File: src/rtl/output_arbiter.sv
// Output-port arbiter: round-robin selection among NUM_REQ input interfaces into a one-flit
// output buffer with send/ready handshake. Define OUT_ARB_PKT_CNT_EN to build the flit counter.
module output_arbiter #(
    parameter int unsigned DATA_WIDTH = 64,
    parameter int unsigned NUM_REQ    = 5,
    parameter int unsigned CNT_WIDTH  = 16
) (
    input  logic                          clk_i,
    input  logic                          rst_ni,
    input  logic [NUM_REQ-1:0]            req_i,
    input  logic [NUM_REQ*DATA_WIDTH-1:0] datai_i,
    output logic [NUM_REQ-1:0]            grant_o,
    output logic                          so_o,
    input  logic                          ro_i,
    output logic [DATA_WIDTH-1:0]         datao_o,
    output logic [CNT_WIDTH-1:0]          pkt_cnt_o
);
    localparam int unsigned     PtrW    = (NUM_REQ > 1) ? $clog2(NUM_REQ) : 1;
    localparam logic [PtrW-1:0] LastIdx = PtrW'(NUM_REQ - 1);

    typedef enum logic {StEmpty, StFull} state_e;

    state_e                state_q, state_d;
    logic [PtrW-1:0]       ptr_q, ptr_d;
    logic [DATA_WIDTH-1:0] data_q, data_d;
    logic [PtrW-1:0]       winner, idx;
    logic                  found, consume, load;

    // Rotating-priority search; the index wraps at NUM_REQ-1, never visiting unused codes.
    always_comb begin
        winner = '0;
        found  = 1'b0;
        idx    = ptr_q;
        for (int unsigned k = 0; k < NUM_REQ; k++) begin
            if (!found && req_i[idx]) begin
                found  = 1'b1;
                winner = idx;
            end
            idx = (idx == LastIdx) ? '0 : idx + 1'b1;
        end
    end

    assign so_o    = (state_q == StFull);
    assign consume = so_o && ro_i;
    // Gating with rst_ni keeps grant low while reset is held.
    assign load    = found && rst_ni && ((state_q == StEmpty) || consume);

    always_comb begin
        grant_o = '0;
        if (load) grant_o[winner] = 1'b1;
    end

    always_comb begin
        state_d = state_q;
        ptr_d   = ptr_q;
        data_d  = data_q;
        if (load) begin
            state_d = StFull;
            ptr_d   = (winner == LastIdx) ? '0 : winner + 1'b1;
            data_d  = datai_i[winner*DATA_WIDTH +: DATA_WIDTH];
        end else if (consume) begin
            state_d = StEmpty;
        end
    end

    always_ff @(posedge clk_i or negedge rst_ni) begin
        if (!rst_ni) begin
            state_q <= StEmpty;
            ptr_q   <= '0;
            data_q  <= '0;
        end else begin
            state_q <= state_d;
            ptr_q   <= ptr_d;
            data_q  <= data_d;
        end
    end

    assign datao_o = data_q;

`ifdef OUT_ARB_PKT_CNT_EN
    logic [CNT_WIDTH-1:0] cnt_q;

    always_ff @(posedge clk_i or negedge rst_ni) begin
        if (!rst_ni) begin
            cnt_q <= '0;
        end else if (consume) begin
            cnt_q <= cnt_q + 1'b1;
        end
    end

    assign pkt_cnt_o = cnt_q;
`else
    assign pkt_cnt_o = '0;
`endif

endmodule
File: config.mk
export PLATFORM = sky130hd
export DESIGN_NAME = output_arbiter
export DESIGN_NICKNAME = d
export VERILOG_FILES = /design/src/rtl/output_arbiter.sv
export SDC_FILE = /design/constraint.sdc
export NUM_CORES = 1
export LEC_CHECK = 0
export BUFFER_PORTS_ARGS = -buffer_cell sky130_fd_sc_hd__buf_4
export CORE_AREA = 2 2 160 162
export DETAILED_ROUTE_END_ITERATION = 6
export DIE_AREA = 0 0 162 164
export PLACE_DENSITY_LB_ADDON = 0.12
export SYNTH_ARGS = -nofsm -noshare
export SYNTH_HDL_FRONTEND = slang
export SYNTH_SLANG_ARGS = --single-unit
File: constraint.sdc
create_clock -name clk_i -period 8.5 [get_ports clk_i]
set_input_delay 2.125 -clock clk_i [delete_from_list [all_inputs] [get_ports clk_i]]
set_output_delay 2.125 -clock clk_i [all_outputs]
set_load 0.1 [all_outputs]
==> reports/qor.txt, run 1 <==
CP Capture Type = output pin
Slowest-stage cell, CP = dfrtp_1
Starting Density = 35.8%
1st-pass router iterations = 5
Clock skew = 0.0132 ns
Htree depth = 3
Yosys cell types = 65
Via count = 10900
Clock sinks = 68
WP buf/inv = 5
Die height = 164 µm
Post-cts sizing count = 0
Critical path type = register to output pin
Clock Latency Late Sink = 0.35 ns
Pre-CTS setup slack = 0.956 ns
Critical path peak fanout = 18
Min-Delay Path Depth = 2
Worst Path Arrival = 5.82 ns
Hold Path Class = register to register
R2R Setup Slk = 1.80 ns
Max-cap violations = 0
Final slew viol count = 0
Final ANT Viol Nets = 0
Crit share post-route = 93.5%
Hold endpoint = so_o
WL met1 = 16500 µm
Post-synth top area cell = dfrtp_1
Largest stage delay, worst path = 0.68 ns
Slew margin rel. = 16.0%
Largest net degree at the start of global routing = 256
Worst hold margin = 0.552 ns
Root Buffer = clkbuf_16
Post-detail-place hpwl = 26200 µm
Seq/Total Area, Yosys = 19.2%
Main synth FF type = dfrtp_1
# setup viols final = 0
Gpl congestion = 0.869
Post-Syn Instances = 1136
R2R Path Start = ptr_q[0]
Clk slew on worst S/H paths = 0.06 ns
Via density per instance = 6.26
CTS buffer count = 9
Global-route usage over all layers = 29.2%
Synth async-reset ratio = 100%
Synth top area cells = dfrtp_1, o221a_2, o2bb2ai_1
RSZ-0062 raised after global routing = no
CTS tree = done
Area growth from synthesis to layout = 34.7%
Vias in the first global route = 10200
Worst R2R End = datao_o[57]
Final worst path period need = 7.95 ns
Global-route wire length before repair = 61100 µm
Met3 WL post-DR = 3530 µm
Crit-path cells = inv_1 > ha_1 > a21oi_1 > inv_1 > ha_1 > o21ai_0 > a22o_2 > clkinv_1 > ha_1 > or4_1 > nand3_1 > a32o_1 > mux2i_1 > o21ai_0 > nor2b_1 > o32a_2 > inv_2 > nand2_1 > nor2_1 > buf_4
Die area = 0.0266 mm²
PortBufs = 397
DRC Markers = 0
Row Count = 58
Post-synth top cells = o21ai_0, o221a_2, o2bb2ai_1, nand2_1, nor2_1
HP Start = so_o
CTS Hold Buffers Added = 0
# fillers = 2520
Share of cells above drive strength 1 = 41.7%
Worst slew pin tran = 1.26 ns
Count leader, synth = o21ai_0
Initial antenna violation count = 2
Drt wl/cell = 23.5 µm
Clock Tree Buf Depth = 2
Required @ worst endpoint = 6.38 ns
R2r worst-path depth = 20
Post-CTS Setup Inserts = 0
DIE WIDTH = 162 µm
Syn_area_per_cell = 7.82 µm²
Setup TNS = 0 ns
Total grt overflow = 0
Io pins = 414
Worst setup margin = 0.551 ns
Critical path launch point type = register
Nets = 1734
FF+latch count, synth = 68
Initial DRC Count = 1171
Top routing layer used = met4
F_max = 0.126 GHz
Core area = 0.0248 mm²
Post-synth EDFFs = 0
WL final = 40700 µm
Wire length on met2 = 19100 µm
CP most frequent cell = ha_1
Yosys synthesis warning count = 0
Synth top area share = 19.2%
Synth Cell Area = 0.00888 mm²
Final Hold Viols = 0
Status = finished clean
Top delay family on crit path = compound AO/OA/AOI/OAI gates
-- per-layer routing --
| metal | global-route usage (%) | up-vias |
|---|---|---|
| li1 | - | 5057 |
| met1 | 38.4 | 5213 |
| met5 | 0 | - |
| met3 | 6.77 | 75 |
| met2 | 45.9 | 518 |
| met4 | 12.8 | 0 |
-- metrics by stage --
| step | area, µm² | util [%] | std cells |
|---|---|---|---|
| after detailed placement | 11600 | 46.9 | 1716 |
| after global placement | 11600 | 46.9 | 1716 |
| after global routing | 12000 | 48.2 | 1734 |
| final | 12000 | 48.2 | 1734 |
| after floorplan | 8940 | - | 1151 |
| after CTS | 12000 | 48.2 | 1732 |
-- final cells by class --
type                    count  area [µm²]  share of cell area, %
diodes                      2        5.00                 0.0418
clock buffers              13         270                   2.26
clock inverters             3        43.8                  0.366
inverters                  11        41.3                  0.345
multi-input cells         891        6360                   53.1
flip-flops and latches     68        1700                   14.2
well taps                 330         413                   3.45
repair buffers            416        3140                   26.2
-- placed cells by master (no fill, tap or decap), types with 7 or more instances in the layout --
cell       count
dfrtp_1       68
a41oi_1       64
nand2b_1       7
ha_1           9
o211ai_1      66
o21ai_1       41
conb_1        16
o2bb2ai_1    128
buf_4        415
a21oi_1       10
inv_1          9
o21ai_0      161
nor2b_1        7
clkbuf_16      9
o221a_2      128
nor2_1        78
nand2_1       86
-- how the worst max path moves through the flow --
| stage | depth (start not counted) | to | start |
|---|---|---|---|
| 6_report | 20 | grant_o[0] | ptr_q[0] |
| 5_1_grt | 20 | grant_o[1] | ptr_q[0] |
| 4_1_cts | 20 | grant_o[0] | ptr_q[0] |
| 3_5_place_dp | 20 | grant_o[0] | ptr_q[0] |
| 3_3_place_gp | 20 | grant_o[0] | ptr_q[0] |
| 2_1_floorplan | 22 | grant_o[0] | ptr_q[0] |
-- worst reg2reg max path, stage by stage, from the launching register on --
cell and delay [ns]:
dfrtp_1 0.68, inv_1 0.13, ha_1 0.34, a21oi_1 0.35, inv_1 0.09, ha_1 0.28, o21ai_0 0.14, a22o_2 0.33
clkinv_1 0.27, ha_1 0.39, or4_1 0.54, nand3_1 0.09, a32o_1 0.27, nand3_1 0.13, and4_4 0.29, buf_4 0.35
nor2_4 0.65, buf_4 0.65, o2bb2ai_1 0.23, o211ai_1 0.18, a41oi_1 0.26
-- registers in the layout, indices dropped and copies added (netlist names) --
signal and cells:
so_o 1, ptr_q 3, datao_o 64
-- logic make-up after synthesis --
| kind of cell | after synthesis | synth area share (%) |
|---|---|---|
| compound gates | 633 | 56.4 |
| simple gates | 222 | 11.2 |
| buf+inv | 192 | 10.6 |
| flops | 68 | 19.2 |
| mux | 11 | 1.31 |
| fa+ha+maj | 9 | 1.27 |
| other cells | 1 | 0.0422 |
Power of run 1 is left out: the tool's default activity adds up to more than one toggle a clock period on the data nets, which glitch-free logic cannot reach.
==> inputs of run 2 (changes only) <==
Settings changed: PLACE_DENSITY_LB_ADDON 0.12 to default.
==> run 2 against run 1 <==
Effect of this change: critical path depth did not move; clock skew fell by 0.0035 ns; first-iteration DRC count fell by 16%; via count rose by 0.72%; utilization rose by 0.20 points; sequential share of layout area fell by 0.059 points; worst setup slack improved by 0.21 ns; count of clock-buffer cells in the layout fell by 2; cell count barely moved; flip-flop and latch count did not move; non-clock buffer count rose by 3; routed wire length barely moved; largest cell class unchanged.
==> reports/qor.txt, run 2 (same netlist as run 1, synthesis figures left out) <==
Highest-count cells in the layout ignoring fill and taps = buf_4, o21ai_0, o221a_2, o2bb2ai_1, nand2_1
Starting Density = 35.8% (unchanged)
Clock sinks = 68 (unchanged)
Htree depth = 3 (unchanged)
Die height = 164 µm (unchanged)
CP most frequent cell = ha_1
CTS tree = done
Fin cells = 1735 (+0.058%)
Worst slew pin tran = 1.18 ns (-0.0813 ns)
Register area = 0.00170 mm² (unchanged)
Post-cts sizing count = 0 (unchanged)
Crit-path cells = inv_1 > ha_1 > a21oi_1 > inv_1 > ha_1 > o21ai_0 > a22o_2 > clkinv_1 > ha_1 > or4_1 > nand3_1 > a32o_1 > mux2i_1 > o21ai_0 > nor2b_1 > o32a_2 > inv_2 > nand2_1 > nor2_1 > buf_4
CTS buffer count = 9 (unchanged)
Antenna cell count = 0 (-2)
Critical path peak fanout = 9 (-9)
Clk slew on worst S/H paths = 0.06 ns (about the same)
Critical path type = register to output pin
Global-route wire length before repair = 61400 µm (+0.44%)
CP Capture Type = output pin
DRC Markers = 0 (unchanged)
Drt wl/cell = 23.5 µm (-0.10%)
Max reg flops = 64 (unchanged)
Core area = 0.0248 mm² (unchanged)
Worst setup margin = 0.759 ns (+0.208 ns)
Initial DRC Count = 982 (-16%)
Critical path launch point type = register
Area growth from synthesis to layout = 35.3%
Largest stage delay, worst path = 0.53 ns (-0.15 ns)
Slowest-stage cell, CP = or4_1
WL final = 40700 µm (about the same)
# fillers = 2513 (-0.28%)
1st-pass router iterations = 5 (unchanged)
Clock Tree Buf Depth = 2 (unchanged)
DP Cell Count = 1719 (+0.17%)
Setup TNS = 0 ns (unchanged)
Vias in the first global route = 10400 (+1.6%)
Io pins = 414 (unchanged)
CTS Hold Buffers Added = 0 (unchanged)
# setup viols final = 0 (unchanged)
Die area = 0.0266 mm² (unchanged)
Pre-CTS setup slack = 1.21 ns (+0.256 ns)
Root Buffer = clkbuf_16
Initial antenna violation count = 0 (-2)
DIE WIDTH = 162 µm (unchanged)
Required @ worst endpoint = 6.38 ns (about the same)
Final ANT Viol Nets = 0 (unchanged)
Final Hold Viols = 0 (unchanged)
Total grt overflow = 0 (unchanged)
RSZ-0062 raised after global routing = no
Worst Path Arrival = 5.62 ns (-0.20 ns)
Post-CTS Setup Inserts = 0 (unchanged)
Post-detail-place hpwl = 26100 µm (-0.30%)
Final core utilization = 48.4% (+0.20 points)
Row Count = 58 (unchanged)
PortBufs = 397 (unchanged)
Largest net degree at the start of global routing = 112 (-56%)
Share of cells above drive strength 1 = 41.9% (+0.20 points)
Multi-input gate area = 0.00636 mm² (unchanged)
Status = finished clean
Final worst path period need = 7.74 ns (-0.208 ns)
F_max = 0.129 GHz (+2.7%)
WP buf/inv = 5 (unchanged)
Via count = 10900 (+0.72%)
Slew margin rel. = 21.4% (+5.4 points)
Most common cell after layout, fill and taps aside = buf_4
Gpl congestion = 0.887 (+2.0%)
Final slew viol count = 0 (unchanged)
Global-route usage over all layers = 29.2% (about the same)
Max-cap violations = 0 (unchanged)
Nets = 1737 (+0.17%)
Clock Latency Late Sink = 0.35 ns (about the same)
Top delay family on crit path = compound AO/OA/AOI/OAI gates
Via density per instance = 6.31 (+0.66%)
Hold Path Class = register to register
Crit share post-route = 91.1% (-2.5 points)
Clock skew = 0.00969 ns (-0.00350 ns)
==> run 2: tightest hold or removal path, delay by kind of cell (launching register included) <==
kind	cells	cell delay, ns
flops	1	0.37
simple gates	1	0.10
compound gates	1	0.05
==> run 2: final timing paths <==
kind / startpoint / to / slack [ns] / depth (start not counted)
worst max-delay path: ptr_q[1] / grant_o[1] / 0.76 / 20
worst min-delay path: datao_o[55] / datao_o[55] / 0.56 / 2
min in group asynchronous: rst_ni / datao_o[33] / 1.74 / 1
worst max register to register: ptr_q[1] / datao_o[17] / 1.80 / 20
worst min register to register: datao_o[55] / datao_o[55] / 0.56 / 2
max in group asynchronous: rst_ni / datao_o[55] / 5.77 / 2
==> run 2: layout make-up <==
class	instances	share of cell area (%)
multi-input combinational	891	52.9
timing repair buffer	419	26.2
sequential	68	14.2
tap	330	3.44
clock buffer	11	2.10
clock inverter	5	0.885
inverter	11	0.344
==> run 2: per-layer routing <==
| layer | vias to the layer above | share of wire [%] | global-route usage [%] |
|---|---|---|---|
| met1 | 5181 | 41 | 39.2 |
| li1 | 5058 | - | - |
| met4 | 0 | 3.7 | 11.5 |
| met2 | 625 | 47 | 46.4 |
| met5 | - | 0 | 0 |
| met3 | 77 | 8.6 | 5.76 |
==> run 2: metrics by stage <==
step                      area (µm²)  hold slack, ns
after floorplan                 8940           0.671
after global placement         11700           0.547
after detailed placement       11700           0.549
after CTS                      12000           0.562
after global routing           12000           0.576
final                          12000           0.560
Power of run 2 is left out for the same reason.
==> inputs of run 3 (changes only) <==
Settings changed: PLACE_DENSITY_LB_ADDON from default to 0.1, RECOVER_POWER from default to 100.
==> run 3 against run 2 <==
Effect of this change: the run now ends with max-capacitance violations, max-slew violations left; fmax is 2.8% lower; critical path depth stayed put; cell area decreased by 2.4%; worst setup slack lost 0.22 ns; non-clock buffer count grew 3; die area stayed put; via count shrank 0.80%.
==> reports/qor.txt, run 3 (same netlist as run 1, synthesis figures left out) <==
Status = finished, violations left
Violated checks = max-capacitance violations, max-slew violations
Area growth from synthesis to layout = 32.0%
Nets = 1740 (+0.17%)
Gpl congestion = 0.859 (-3.1%)
Htree depth = 3 (unchanged)
R2R Setup Slk = 0.91 ns (-0.89 ns)
Post-CTS Setup Inserts = 0 (unchanged)
Highest-count cells in the layout ignoring fill and taps = buf_4, o21ai_0, o221a_2, o2bb2ai_1, nand2_1
Crit-path cells = inv_1 > ha_1 > a21oi_1 > inv_1 > ha_1 > o21ai_0 > a22o_2 > clkinv_1 > ha_1 > or4_1 > nand3_1 > a32o_1 > a211o_1 > and4_4 > nand2_1 > o32a_2 > inv_2 > nand2_1 > nor2_1 > buf_2
DIE WIDTH = 162 µm (unchanged)
Io pins = 414 (unchanged)
Max-cap violations = 3 (+3)
Clock skew = 0.00817 ns (-0.00153 ns)
Drt wl/cell = 23.9 µm (+1.9%)
Hold Path Class = register to register
Most common cell after layout, fill and taps aside = buf_4
Final worst path period need = 7.96 ns (+0.220 ns)
Worst Path Arrival = 5.84 ns (+0.22 ns)
Initial DRC Count = 1093 (+11%)
Max reg flops = 64 (unchanged)
Total grt overflow = 0 (unchanged)
PortBufs = 397 (unchanged)
Register area = 0.00170 mm² (unchanged)
Critical path launch point type = register
Largest net degree at the start of global routing = 89 (-21%)
Vias in the first global route = 10600 (+2.3%)
Starting Density = 35.8% (unchanged)
Worst R2R End = datao_o[46]
# setup viols final = 0 (unchanged)
Die area = 0.0266 mm² (unchanged)
Global-route usage over all layers = 30.0% (+0.74 points)
Die height = 164 µm (unchanged)
Largest stage delay, worst path = 0.57 ns (+0.04 ns)
Critical path type = register to output pin
CTS tree = done
Via count = 10900 (-0.80%)
# fillers = 2619 (+4.2%)
Slowest-stage cell, CP = and4_4
Slew margin rel. = -63.3% (-85 points)
Critical path peak fanout = 37 (+28)
CP most frequent cell = ha_1
Final ANT Viol Nets = 0 (unchanged)
RSZ-0062 raised after global routing = no
R2r worst-path depth = 20 (unchanged)
CTS buffer count = 9 (unchanged)
Multi-input gate area = 0.00635 mm² (-0.12%)
Root Buffer = clkbuf_16
CTS Hold Buffers Added = 0 (unchanged)
Via density per instance = 6.23 (-1.3%)
Initial antenna violation count = 5 (+5)
1st-pass router iterations = 5 (unchanged)
Row Count = 58 (unchanged)
F_max = 0.126 GHz (-2.8%)
Min-Delay Path Depth = 2 (unchanged)
Hold endpoint = datao_o[1]
HP Start = datao_o[1]
Clock Latency Late Sink = 0.35 ns (about the same)
Share of cells above drive strength 1 = 37.1% (-4.8 points)
Post-detail-place hpwl = 27500 µm (+5.2%)
Required @ worst endpoint = 6.38 ns (about the same)
Setup TNS = 0 ns (unchanged)
Core area = 0.0248 mm² (unchanged)
Final Hold Viols = 0 (unchanged)
Final slew viol count = 147 (+147)
Crit share post-route = 93.7% (+2.6 points)
Clock sinks = 68 (unchanged)
Worst slew pin tran = 2.45 ns (+1.27 ns)
Post-cts sizing count = 0 (unchanged)
DRC Markers = 0 (unchanged)
Clock Tree Buf Depth = 2 (unchanged)
Clk slew on worst S/H paths = 0.07 ns (about the same)
Global-route wire length before repair = 62500 µm (+1.8%)
CP Capture Type = output pin
R2R Path Start = ptr_q[1]
WL final = 41700 µm (+2.4%)
[run 3: cell count changes in the layout (fill, tap and decap cells not counted), moves of 2 or more]
cell,delta
buf_4,-74
clkbuf_1,+68
clkbuf_2,+9
clkbuf_8,-2
diode_2,+5
o21ai_0,+2
o21ai_1,-2
[run 3: how the worst max path moves through the flow]
stage | from | endpoint | slack [ns] | depth (start not counted)
6_report | ptr_q[1] | grant_o[1] | 0.54 | 20
5_1_grt | ptr_q[1] | grant_o[1] | 0.11 | 20
3_5_place_dp | ptr_q[1] | grant_o[1] | 1.12 | 20
4_1_cts | ptr_q[1] | grant_o[1] | 0.72 | 20
2_1_floorplan | ptr_q[0] | grant_o[0] | 0.35 | 22
3_3_place_gp | ptr_q[1] | grant_o[0] | 1.17 | 20
[run 3: per-stage QoR]
step           setup slack [ns]  area [µm²]  util, %  instances  hold WS (ns)
2_1_floorplan             0.349        8940        -       1151         0.671
4_1_cts                   0.718       12000     48.3       1738         0.565
6_report                  0.539       11700     47.3       1743         0.560
3_5_place_dp               1.12       11700     47.1       1722         0.549
3_3_place_gp               1.17       11700     47.1       1722         0.546
5_1_grt                   0.106       11700     47.3       1743         0.582
[run 3: layer usage]
layer | part of all wire, % | track usage [%] | up-vias
met5 | 0 | 0 | -
met4 | 3.5 | 12.8 | 0
met3 | 7.5 | 7.40 | 74
met2 | 47 | 48.1 | 483
met1 | 42 | 38.4 | 5220
li1 | - | - | 5076
[run 3: cell type report]
type,count,area share [%]
well taps,330,3.52
repair buffers,422,24.7
flip-flops and latches,68,14.5
multi-input cells,891,54.1
diodes,5,0.107
clock buffers,10,1.95
clock inverters,6,0.757
inverters,11,0.352
[run 3: critical path: cells and delay by family (launching register included)]
family | cells | cell delay [ns]
compound gates | 6 | 1.56
fa+ha+maj | 3 | 0.95
buf+inv | 5 | 1.03
flops | 1 | 0.49
simple gates | 6 | 1.44
Power of run 3 is left out for the same reason.
